==> src/rtl/alu_pkg.sv <==
// Shared types and constants for the ALU operation sequencer: FSM encoding,
// instruction/issue structs and the operand-B select helper.
package alu_pkg;

  localparam int DATA_W   = 8;
  localparam int ALU_OP_W = 3;
  localparam int NREG     = 4;
  localparam int REG_AW   = 2;
  localparam int CNT_W    = 3;

  typedef logic [1:0] state_t;

  localparam state_t ST_IDLE  = 2'd0;
  localparam state_t ST_ISSUE = 2'd1;
  localparam state_t ST_WAIT  = 2'd2;
  localparam state_t ST_WB    = 2'd3;

  typedef struct packed {
    logic [ALU_OP_W-1:0] op;
    logic                cin;
    logic [REG_AW-1:0]   rd;
    logic [REG_AW-1:0]   ra;
    logic [REG_AW-1:0]   rb;
    logic                imm_en;
    logic [DATA_W-1:0]   imm;
  } instr_t;

  // Operand snapshot taken at accept; immune to later host writes.
  typedef struct packed {
    logic [ALU_OP_W-1:0] op;
    logic                cin;
    logic [REG_AW-1:0]   rd;
    logic [DATA_W-1:0]   a;
    logic [DATA_W-1:0]   b;
  } issue_t;

  function automatic logic [DATA_W-1:0] sel_operand_b(
    input logic              imm_en,
    input logic [DATA_W-1:0] imm,
    input logic [DATA_W-1:0] reg_b
  );
    logic [DATA_W-1:0] b;
    if (imm_en) begin
      b = imm;
    end else begin
      b = reg_b;
    end
    return b;
  endfunction

endpackage

==> src/rtl/alu_regfile.sv <==
// 4 x 8-bit register file: one synchronous write per register per edge where
// writeback beats the host load, two operand read ports and an observation port.
module alu_regfile
  import alu_pkg::*;
(
  input  logic              clk,
  input  logic              rst_n,
  input  logic              wb_en,
  input  logic [REG_AW-1:0] wb_addr,
  input  logic [DATA_W-1:0] wb_data,
  input  logic              host_en,
  input  logic [REG_AW-1:0] host_addr,
  input  logic [DATA_W-1:0] host_data,
  input  logic [REG_AW-1:0] ra_addr,
  output logic [DATA_W-1:0] ra_data,
  input  logic [REG_AW-1:0] rb_addr,
  output logic [DATA_W-1:0] rb_data,
  input  logic [REG_AW-1:0] obs_addr,
  output logic [DATA_W-1:0] obs_data
);

  logic [DATA_W-1:0] regs_q [NREG];
  logic [DATA_W-1:0] regs_d [NREG];

  // Next register contents; writeback has priority on a same-register collision.
  always_comb begin
    for (int i = 0; i < NREG; i++) begin
      regs_d[i] = regs_q[i];
      if (wb_en && (wb_addr == REG_AW'(i))) begin
        regs_d[i] = wb_data;
      end else if (host_en && (host_addr == REG_AW'(i))) begin
        regs_d[i] = host_data;
      end else begin
        regs_d[i] = regs_q[i];
      end
    end
  end

  // Register storage.
  always_ff @(posedge clk or negedge rst_n) begin
    if (!rst_n) begin
      for (int i = 0; i < NREG; i++) begin
        regs_q[i] <= {DATA_W{1'b0}};
      end
    end else begin
      for (int i = 0; i < NREG; i++) begin
        regs_q[i] <= regs_d[i];
      end
    end
  end

  assign ra_data  = regs_q[ra_addr];
  assign rb_data  = regs_q[rb_addr];
  assign obs_data = regs_q[obs_addr];

endmodule

==> src/rtl/alu_op_sequencer.sv <==
// Issues one instruction at a time to an external registered ALU, waits out its
// latency, then writes the result back to the register file and the carry flag.
module alu_op_sequencer
  import alu_pkg::*;
#(
  parameter int ALU_LAT = 1
) (
  input  logic                clk,
  input  logic                rst_n,
  input  logic                instr_valid,
  output logic                instr_ready,
  input  logic [ALU_OP_W-1:0] instr_op,
  input  logic                instr_cin,
  input  logic [REG_AW-1:0]   instr_rd,
  input  logic [REG_AW-1:0]   instr_ra,
  input  logic [REG_AW-1:0]   instr_rb,
  input  logic                instr_imm_en,
  input  logic [DATA_W-1:0]   instr_imm,
  input  logic                wr_en,
  input  logic [REG_AW-1:0]   wr_addr,
  input  logic [DATA_W-1:0]   wr_data,
  input  logic [REG_AW-1:0]   obs_addr,
  output logic [DATA_W-1:0]   obs_data,
  output logic [DATA_W-1:0]   alu_a,
  output logic [DATA_W-1:0]   alu_b,
  output logic                alu_cin,
  output logic [ALU_OP_W-1:0] alu_s,
  input  logic [DATA_W-1:0]   alu_data,
  input  logic                alu_cout,
  output logic                carry,
  output logic                done,
  output logic [DATA_W-1:0]   result
);

  localparam logic [CNT_W-1:0] LAT_M1  = CNT_W'(ALU_LAT - 1);
  localparam logic [CNT_W-1:0] CNT_ONE = {{(CNT_W-1){1'b0}}, 1'b1};

  instr_t              instr_s;
  issue_t              iss_q, iss_d;
  state_t              state_q, state_d;
  logic [CNT_W-1:0]    cnt_q, cnt_d;
  logic [DATA_W-1:0]   alu_a_q, alu_a_d, alu_b_q, alu_b_d;
  logic                alu_cin_q, alu_cin_d;
  logic [ALU_OP_W-1:0] alu_s_q, alu_s_d;
  logic                carry_q, carry_d;
  logic                done_q, done_d;
  logic [DATA_W-1:0]   result_q, result_d;
  logic [DATA_W-1:0]   rf_a_s, rf_b_s;
  logic                wb_en_s;

  assign instr_s = '{op: instr_op, cin: instr_cin, rd: instr_rd, ra: instr_ra,
                     rb: instr_rb, imm_en: instr_imm_en, imm: instr_imm};
  assign wb_en_s = (state_q == ST_WB);

  alu_regfile u_regfile (
    .clk       (clk),
    .rst_n     (rst_n),
    .wb_en     (wb_en_s),
    .wb_addr   (iss_q.rd),
    .wb_data   (alu_data),
    .host_en   (wr_en),
    .host_addr (wr_addr),
    .host_data (wr_data),
    .ra_addr   (instr_s.ra),
    .ra_data   (rf_a_s),
    .rb_addr   (instr_s.rb),
    .rb_data   (rf_b_s),
    .obs_addr  (obs_addr),
    .obs_data  (obs_data)
  );

  // FSM next-state, operand snapshot, ALU drive and writeback.
  always_comb begin
    state_d   = state_q;
    iss_d     = iss_q;
    cnt_d     = cnt_q;
    alu_a_d   = alu_a_q;
    alu_b_d   = alu_b_q;
    alu_cin_d = alu_cin_q;
    alu_s_d   = alu_s_q;
    carry_d   = carry_q;
    result_d  = result_q;
    done_d    = 1'b0;
    case (state_q)
      ST_IDLE: begin
        if (instr_valid) begin
          iss_d.op  = instr_s.op;
          iss_d.cin = instr_s.cin;
          iss_d.rd  = instr_s.rd;
          iss_d.a   = rf_a_s;
          iss_d.b   = sel_operand_b(instr_s.imm_en, instr_s.imm, rf_b_s);
          state_d   = ST_ISSUE;
        end else begin
          state_d = ST_IDLE;
        end
      end
      ST_ISSUE: begin
        alu_a_d   = iss_q.a;
        alu_b_d   = iss_q.b;
        alu_cin_d = iss_q.cin;
        alu_s_d   = iss_q.op;
        cnt_d     = LAT_M1;
        state_d   = ST_WAIT;
      end
      // One WAIT cycle per ALU latency clock, so data is settled before WB samples it.
      ST_WAIT: begin
        if (cnt_q == {CNT_W{1'b0}}) begin
          state_d = ST_WB;
        end else begin
          cnt_d = cnt_q - CNT_ONE;
        end
      end
      ST_WB: begin
        result_d = alu_data;
        if (!iss_q.op[2]) begin
          carry_d = alu_cout;
        end else begin
          carry_d = carry_q;
        end
        done_d  = 1'b1;
        state_d = ST_IDLE;
      end
      default: begin
        state_d = ST_IDLE;
      end
    endcase
  end

  // Sequencer state and registered outputs.
  always_ff @(posedge clk or negedge rst_n) begin
    if (!rst_n) begin
      state_q   <= ST_IDLE;
      iss_q     <= '0;
      cnt_q     <= {CNT_W{1'b0}};
      alu_a_q   <= {DATA_W{1'b0}};
      alu_b_q   <= {DATA_W{1'b0}};
      alu_cin_q <= 1'b0;
      alu_s_q   <= {ALU_OP_W{1'b0}};
      carry_q   <= 1'b0;
      done_q    <= 1'b0;
      result_q  <= {DATA_W{1'b0}};
    end else begin
      state_q   <= state_d;
      iss_q     <= iss_d;
      cnt_q     <= cnt_d;
      alu_a_q   <= alu_a_d;
      alu_b_q   <= alu_b_d;
      alu_cin_q <= alu_cin_d;
      alu_s_q   <= alu_s_d;
      carry_q   <= carry_d;
      done_q    <= done_d;
      result_q  <= result_d;
    end
  end

  assign instr_ready = (state_q == ST_IDLE);
  assign alu_a       = alu_a_q;
  assign alu_b       = alu_b_q;
  assign alu_cin     = alu_cin_q;
  assign alu_s       = alu_s_q;
  assign carry       = carry_q;
  assign done        = done_q;
  assign result      = result_q;

endmodule

==> config.mk <==
export PLATFORM = sky130hd
export DESIGN_NAME = alu_op_sequencer
export DESIGN_NICKNAME = d
export VERILOG_FILES = /design/src/rtl/alu_pkg.sv /design/src/rtl/alu_regfile.sv /design/src/rtl/alu_op_sequencer.sv
export SDC_FILE = /design/constraint.sdc
export NUM_CORES = 1
export LEC_CHECK = 0
export BUFFER_PORTS_ARGS = -buffer_cell sky130_fd_sc_hd__buf_2
export CORE_AREA = 5 5 113 115
export CTS_CLUSTER_DIAMETER = 100
export DETAILED_ROUTE_END_ITERATION = 10
export DIE_AREA = 0 0 118 120
export GPL_TIMING_DRIVEN = 0
export HOLD_SLACK_MARGIN = 0.03
export SYNTH_ARGS = -nofsm -noshare
export SYNTH_HDL_FRONTEND = slang
export SYNTH_SLANG_ARGS = --single-unit
==> constraint.sdc <==
create_clock -name clk -period 2.3 [get_ports clk]
set_clock_uncertainty 0.15 [all_clocks]
set_input_delay 0.115 -clock clk [delete_from_list [all_inputs] [get_ports clk]]
set_output_delay 0.115 -clock clk [all_outputs]
set_load 0.02 [all_outputs]
## Word level (Yosys, flattened, before mapping)

Cells that the tools add are included.

| storage, ports and cells | value |
|---|---|
| register bits | 89 |
| bits in latches | 0 |
| bits in writable memories | 0 |
| ROM bits | 0 |
| bits of input ports | 44 |
| word-level logic and storage cells | 81 |
| memories | 0 |

| cells by class | value |
|---|---|
| add/subtract/negate cells | 1 |
| multiply operators | 0 |
| divide/modulo/power cells | 0 |
| $lt $le $gt $ge | 3 |
| equality and inequality tests | 11 |
| shift-type cells | 0 |
| multiplexer cells | 24 |
| bitwise gates (word level) | 4 |
| reduce and logical (&&, ||, !) cells | 20 |

Operators with widths:

| kind | count |
|---|---|
| $mux W8 | 15 |
| $bmux W8 S2 | 3 |
| $eq A2 B2 Y1 const B | 6 |
| $reduce_bool A2 Y1 | 5 |
| $ge A3 B3 Y1 const B | 3 |
| $not A2 Y3 | 3 |
| $logic_and A1 B1 Y1 | 8 |
| $pmux W2 S4 | 1 |
| $eq A2 B1 Y1 const B | 3 |
| $logic_not A2 Y1 | 3 |
| $pmux W3 S2 | 1 |
| $reduce_and A2 Y1 | 3 |
| $ne A2 B2 Y1 const B | 2 |
| $logic_not A3 Y1 | 1 |
| $mux W3 | 1 |
| $sub A3 B1 Y3 const B | 1 |
| $mux W1 | 2 |
| $mux W2 | 1 |
| $not A1 Y1 | 1 |

## Longest topological paths before layout

| logic depth | value |
|---|---|
| word-level depth | 5 |
| mapped depth | 7 |
| gate-level depth less buffers | 6 |

## Modules after synthesis

From an unflattened synthesis, not the netlist that was laid out.

| second synthesis, totals | value |
|---|---|
| cells, all modules | 374 |
| area total of the unflattened synthesis | 4536.9 sq um |

By module, submodules not included:

| module | times used | cells each | area each (sq um) | seq. area each (sq um) |
|---|---|---|---|---|
| alu_op_sequencer | 1 | 160 | 2366.0 | 1426.4 |
| alu_regfile | 1 | 214 | 2170.8 | 800.8 |

## Worst setup path after synthesis

No wires, ideal clock.

| timing path | value |
|---|---|
| path type | register -> register |
| start point | reg state_q[0] |
| end point | reg iss_q[16] in the netlist's numbering |
| library setup time | 0.125 ns |
| data arrival time | 1.642 ns |
| setup slack | 0.383 ns |
| stages on the path, launching flop included | 7 |
| path buffers | 2 |
| clock period less this slack | 1.917 ns |
| cell sequence | dfrtp_1 > inv_1 > ha_1 > and2_1 > clkbuf_1 > buf_2 > mux2_2 |

| on the way | value |
|---|---|
| longest elaborated chain between the ends | 2 |

RTL lines:

| what | RTL line | text |
|---|---|---|
| from (decl) | alu_op_sequencer.sv:40 | `state_t state_q, state_d;` |
| from (signal assigned) | alu_op_sequencer.sv:143 | `state_q <= state_d;` |
| $logic_not A2 Y1 | -- |  |
| net instr_ready | alu_op_sequencer.sv:11 | `output logic instr_ready,` |
| $reduce_and A2 Y1 (no line) | -- |  |
| to (signal assigned) | alu_op_sequencer.sv:144 | `iss_q <= iss_d;` |
| to (decl) | alu_op_sequencer.sv:39 | `issue_t iss_q, iss_d;` |

The timed path passes the listed nets, and every way through them passes these cells.
A chain may end at the register's enable or synchronous reset.

## Worst setup path after layout

| timing path | value |
|---|---|
| start point | reg state_q[0] |
| end point | reg u_regfile.regs_q[3] in the netlist's numbering |

| on the way | value |
|---|---|
| longest elaborated chain between the ends | 3 |
| elaborated cells on any way between the ends | 4 |
| those cells by class | 1 x eq/ne; 1 x mux; 2 x reduce/logical |

RTL lines:

| what | RTL line | text |
|---|---|---|
| $eq A2 B2 Y1 (*) | alu_op_sequencer.sv:53 | `assign wb_en_s = (state_q == ST_WB);` |
| $logic_and A1 B1 Y1 (*) | alu_regfile.sv:29 | `if (wb_en && (wb_addr == REG_AW'(i))) begin` |
| $mux W8 or $reduce_bool A2 Y1 (tied branches) | -- |  |
| to (signal, indexed assignment) | alu_regfile.sv:43 | `regs_q[i] <= {DATA_W{1'b0}};` |
| to (signal, indexed assignment) | alu_regfile.sv:47 | `regs_q[i] <= regs_d[i];` |
| to (decl) | alu_regfile.sv:22 | `logic [DATA_W-1:0] regs_q [NREG];` |

Mark *: on every way between the ends. The rest lies on a longest branch, timed or not.

==> impl_metrics.xml <==
<?xml version="1.0" encoding="UTF-8"?>
<metrics>
  <group name="drt">
    <metric name="wl_met2" unit="mm">5.46</metric>
    <metric name="route.detailed.vias_per_inst" unit="">5.11</metric>
    <metric name="detail_route.wl_per_cell" unit="µm">18.4</metric>
    <metric name="topRoutingLayerUsed" unit="">met4</metric>
    <metric name="detailroute.wirelength.met3" unit="µm">546</metric>
    <metric name="routed-via-count" unit="">2989</metric>
    <metric name="drt-pass1-iter-count" unit="">4</metric>
    <metric name="drc_errors" unit="">0</metric>
    <metric name="detail_route.wirelength.met1" unit="mm">4.66</metric>
    <metric name="detailedRoute.firstIterationViolations" unit="">131</metric>
    <metric name="detail_route.wirelength" unit="mm">10.8</metric>
    <metric name="drt.antenna.violating_nets" unit="">0</metric>
  </group>
  <group name="worst_setup_path">
    <metric name="reg2reg_from" unit="">state_q[0]$_DFFE_PN0P_</metric>
    <metric name="cp_data_required_time" unit="ns">2.37</metric>
    <metric name="crit_path_top_delay_cell" unit="">sky130_fd_sc_hd__dfrtp_1</metric>
    <metric name="ff2ff_setup_slack" unit="ns">0.17</metric>
    <metric name="worst_r2r_end" unit="">u_regfile.regs_q[3]$_DFFE_PN0P_</metric>
    <metric name="worst-endpoint-arrival" unit="ns">2.21</metric>
    <metric name="crit_path_max_fanout" unit="">10</metric>
    <metric name="cell_class_contributing_the_biggest_share_of_worst_path_delay" unit="">simple AND/OR/NAND/NOR gates</metric>
    <metric name="worstPathBufferInverterCount" unit="">1</metric>
    <metric name="cp_capture_type" unit="">flop</metric>
    <metric name="worstRegToRegCells" unit="">5</metric>
    <metric name="crit_path_max_incr_delay" unit="ns">0.42</metric>
    <metric name="criticalPathCategory" unit="">reg -&gt; reg</metric>
    <metric name="timing.critical_path.to" unit="">u_regfile.regs_q[3]$_DFFE_PN0P_</metric>
    <metric name="critPathLaunchType" unit="">flop</metric>
    <metric name="path_cells" unit="">ha_1 -&gt; buf_6 -&gt; nand3_4 -&gt; nand2_1 -&gt; mux2_2</metric>
    <metric name="path_depth" unit="">5</metric>
    <metric name="startpoint" unit="">state_q[0]$_DFFE_PN0P_</metric>
  </group>
  <group name="power_and_ir_drop">
    <metric name="max-vdd-ir-drop" unit="mV">0.927</metric>
    <metric name="p_total" unit="mW">7.67</metric>
    <metric name="power_density_relative_to_cell_area" unit="nW/µm²">1330</metric>
    <metric name="power_leakage" unit="nW">2.55</metric>
  </group>
  <group name="cells_and_area">
    <metric name="nNetsFinal" unit="">485</metric>
    <metric name="syn2layout_area_growth" unit="%">27.4</metric>
    <metric name="final_layout_size_suffix_gt1_share" unit="%">49.3</metric>
    <metric name="final_cell_mix" unit="">89 x sky130_fd_sc_hd__dfrtp_1, 79 x sky130_fd_sc_hd__buf_2, 74 x sky130_fd_sc_hd__mux2_2</metric>
    <metric name="layout_commonest_cell" unit="">sky130_fd_sc_hd__dfrtp_1</metric>
    <metric name="antenna_cells" unit="">0</metric>
  </group>
  <group name="clock_network">
    <metric name="worstSkewPairLatency" unit="ns">0.34</metric>
    <metric name="cts-root-to-sink-buffers" unit="">2</metric>
    <metric name="cts_num_sinks" unit="">89</metric>
    <metric name="clockRootBuffer" unit="">sky130_fd_sc_hd__clkbuf_16</metric>
    <metric name="path_clk_slew" unit="ns">0.07</metric>
    <metric name="cts_inserted_buffers" unit="">9</metric>
    <metric name="cts_setup_buffers" unit="">0</metric>
    <metric name="tritoncts" unit="">done</metric>
    <metric name="cts_max_level" unit="">3</metric>
  </group>
  <group name="global_routing">
    <metric name="grt_pass1_wl" unit="mm">17.5</metric>
    <metric name="grt_max_degree" unit="">46</metric>
    <metric name="grt_pass1_vias" unit="">3254</metric>
    <metric name="grt_use_total" unit="%">15.9</metric>
    <metric name="antenna_found_initial" unit="">0</metric>
    <metric name="grt_overflow_total" unit="">0</metric>
  </group>
  <group name="job">
    <metric name="max-cap-violations" unit="">0</metric>
  </group>
  <group name="timing">
    <metric name="period_utilisation_layout" unit="%">92.7</metric>
    <metric name="actual_slew_at_the_worst_max_slew_pin" unit="ns">0.707</metric>
    <metric name="maxSlewViolCount" unit="">0</metric>
    <metric name="final.setup.tns" unit="ns">0</metric>
    <metric name="fmaxAchievable" unit="GHz">0.469</metric>
    <metric name="setup_viol" unit="">0</metric>
    <metric name="time_the_worst_path_needs_with_i_o_delays_and_setup" unit="ns">2.13</metric>
    <metric name="final-hold-violation-count" unit="">0</metric>
    <metric name="worst_slew_margin_rel" unit="%">52.9</metric>
    <metric name="rsz_0062_raised_after_global_routing" unit="">false</metric>
  </group>
  <group name="synth">
    <metric name="synth_async_sr_flop_share" unit="%">100</metric>
    <metric name="syn_inst" unit="">313</metric>
    <metric name="ys_ff_latch" unit="">89</metric>
    <metric name="yosys.cell_types.count" unit="">28</metric>
    <metric name="synth_fp_nets" unit="">365</metric>
    <metric name="synth_sequential_area_ratio" unit="%">49.1</metric>
    <metric name="yosys_warnings" unit="">0</metric>
    <metric name="synth_enable_flop_cells" unit="">0</metric>
    <metric name="syn_area" unit="µm²">4540</metric>
    <metric name="post_synth.cell_area_avg" unit="µm²">14.5</metric>
    <metric name="synth_top_flop_cell" unit="">sky130_fd_sc_hd__dfrtp_1</metric>
  </group>
  <group name="floorplanning">
    <metric name="starting_density_of_the_core" unit="%">38.7</metric>
    <metric name="floorplan.rows" unit="">40</metric>
    <metric name="die_width" unit="µm">118</metric>
    <metric name="floorplan.core_area" unit="µm²">11700</metric>
    <metric name="die_height" unit="µm">120</metric>
    <metric name="io_pins" unit="">83</metric>
    <metric name="floorplan.die_area" unit="µm²">14200</metric>
  </group>
  <group name="min_path">
    <metric name="holdCritPathClass" unit="">in -&gt; reg</metric>
  </group>
  <group name="placement">
    <metric name="hpwl" unit="mm">7.58</metric>
    <metric name="globalplace.congestion" unit="">0.780</metric>
    <metric name="io_buffers" unit="">75</metric>
  </group>
  <group name="status">
    <metric name="outcome" unit="">completed</metric>
  </group>
</metrics>
registers in the layout (all words and copies together), names as in the netlist:
signal	count
alu_a	8
alu_b	8
alu_cin	1
alu_s	3
carry	1
cnt_q	3
done	1
iss_q	22
result	8
state_q	2
u_regfile.regs_q	32
cells by family (layout without fill, tap and decap cells):
kind of cell	after synthesis	count (layout)	share of synthesized area (%)
AO/OA/AOI/OAI	23	23	2.70
AND/OR/NAND/NOR	38	38	4.50
flip-flops	89	89	49.1
multiplexers	130	130	38.6
adder cells (fa/ha/maj)	8	8	2.21
buffers and inverters	25	150	2.92
Yosys cell counts, types with 2 or more instances:
| cell type | instances | area, µm² |
|---|---|---|
| sky130_fd_sc_hd__dfrtp_1 | 89 | 2230 |
| sky130_fd_sc_hd__mux2_2 | 74 | 833 |
| sky130_fd_sc_hd__clkbuf_2 | 2 | 10.0 |
| sky130_fd_sc_hd__mux2i_1 | 21 | 210 |
| sky130_fd_sc_hd__mux2_4 | 11 | 165 |
| sky130_fd_sc_hd__nor2_1 | 19 | 71.3 |
| sky130_fd_sc_hd__buf_1 | 2 | 7.51 |
| sky130_fd_sc_hd__buf_6 | 4 | 45.0 |
| sky130_fd_sc_hd__a21oi_1 | 19 | 95.1 |
| sky130_fd_sc_hd__ha_1 | 8 | 100 |
| sky130_fd_sc_hd__nand2b_1 | 3 | 18.8 |
| sky130_fd_sc_hd__clkbuf_1 | 6 | 22.5 |
| sky130_fd_sc_hd__nand3b_1 | 4 | 30.0 |
| sky130_fd_sc_hd__inv_1 | 6 | 22.5 |
| sky130_fd_sc_hd__mux4_2 | 24 | 541 |
| sky130_fd_sc_hd__nand2_1 | 4 | 15.0 |
| sky130_fd_sc_hd__buf_2 | 5 | 25.0 |
| sky130_fd_sc_hd__o21ai_0 | 2 | 10.0 |
worst register-to-register path, cell delays in order (launching register included):
cell,delay (ns)
sky130_fd_sc_hd__dfrtp_1,0.42
sky130_fd_sc_hd__ha_1,0.26
sky130_fd_sc_hd__buf_6,0.21
sky130_fd_sc_hd__nand3_4,0.19
sky130_fd_sc_hd__nand2_1,0.39
sky130_fd_sc_hd__mux2_2,0.39
through the flow:
step	area, µm²	setup slack [ns]	util (%)	std cells	hold slack (ns)
global route	5780	0.0176	49.3	585	0.199
global placement	5090	0.0692	43.5	535	0.199
floorplan	4540	0.383	-	313	-0.331
finish	5780	0.167	49.3	585	0.147
CTS	5780	0.132	49.3	585	0.138
detailed placement	5120	0.155	43.8	536	0.0303
final cells by class:
class                   instances  area [µm²]
flip-flops and latches         89        2230
clock buffers                  11         243
well taps                     147         184
fillers                      1053        5930
repair buffers                109         736
inverters                       6        22.5
plain buffers                  19         110
multi-input cells             199        2180
clock inverters                 5        78.8
metal layers:
layer | global-route usage [%] | up-vias
met3 | 4.48 | 7
li1 | - | 1395
met4 | 3.58 | 0
met2 | 27.7 | 69
met1 | 19.7 | 1518
met5 | 0 | -
report_power, final:
group | internal (mW) | leakage (nW) | total (mW) | switching (mW)
Combinational | 1.67 | 1.35 | 3.17 | 1.49
Sequential | 2.37 | 1.04 | 2.92 | 0.547
Clock | 0.980 | 0.159 | 1.59 | 0.606
worst min path at each step:
stage,from,to,depth (start not counted)
after CTS,wr_en,u_regfile.regs_q[23]$_DFFE_PN0P_,4
final,wr_en,u_regfile.regs_q[23]$_DFFE_PN0P_,4
after global routing,wr_addr[0],u_regfile.regs_q[23]$_DFFE_PN0P_,4
after detailed placement,rst_n,u_regfile.regs_q[1]$_DFFE_PN0P_,1
after floorplan,rst_n,alu_a[0]$_DFFE_PN0P_,0
after global placement,alu_cout,carry$_DFFE_PN0P_,2
timing repair:
action,in CTS,in global routing
hold endpoints to repair,91,0
resized for setup,0,0
hold buffers,33,0
Power figures use the tool's default switching activity.
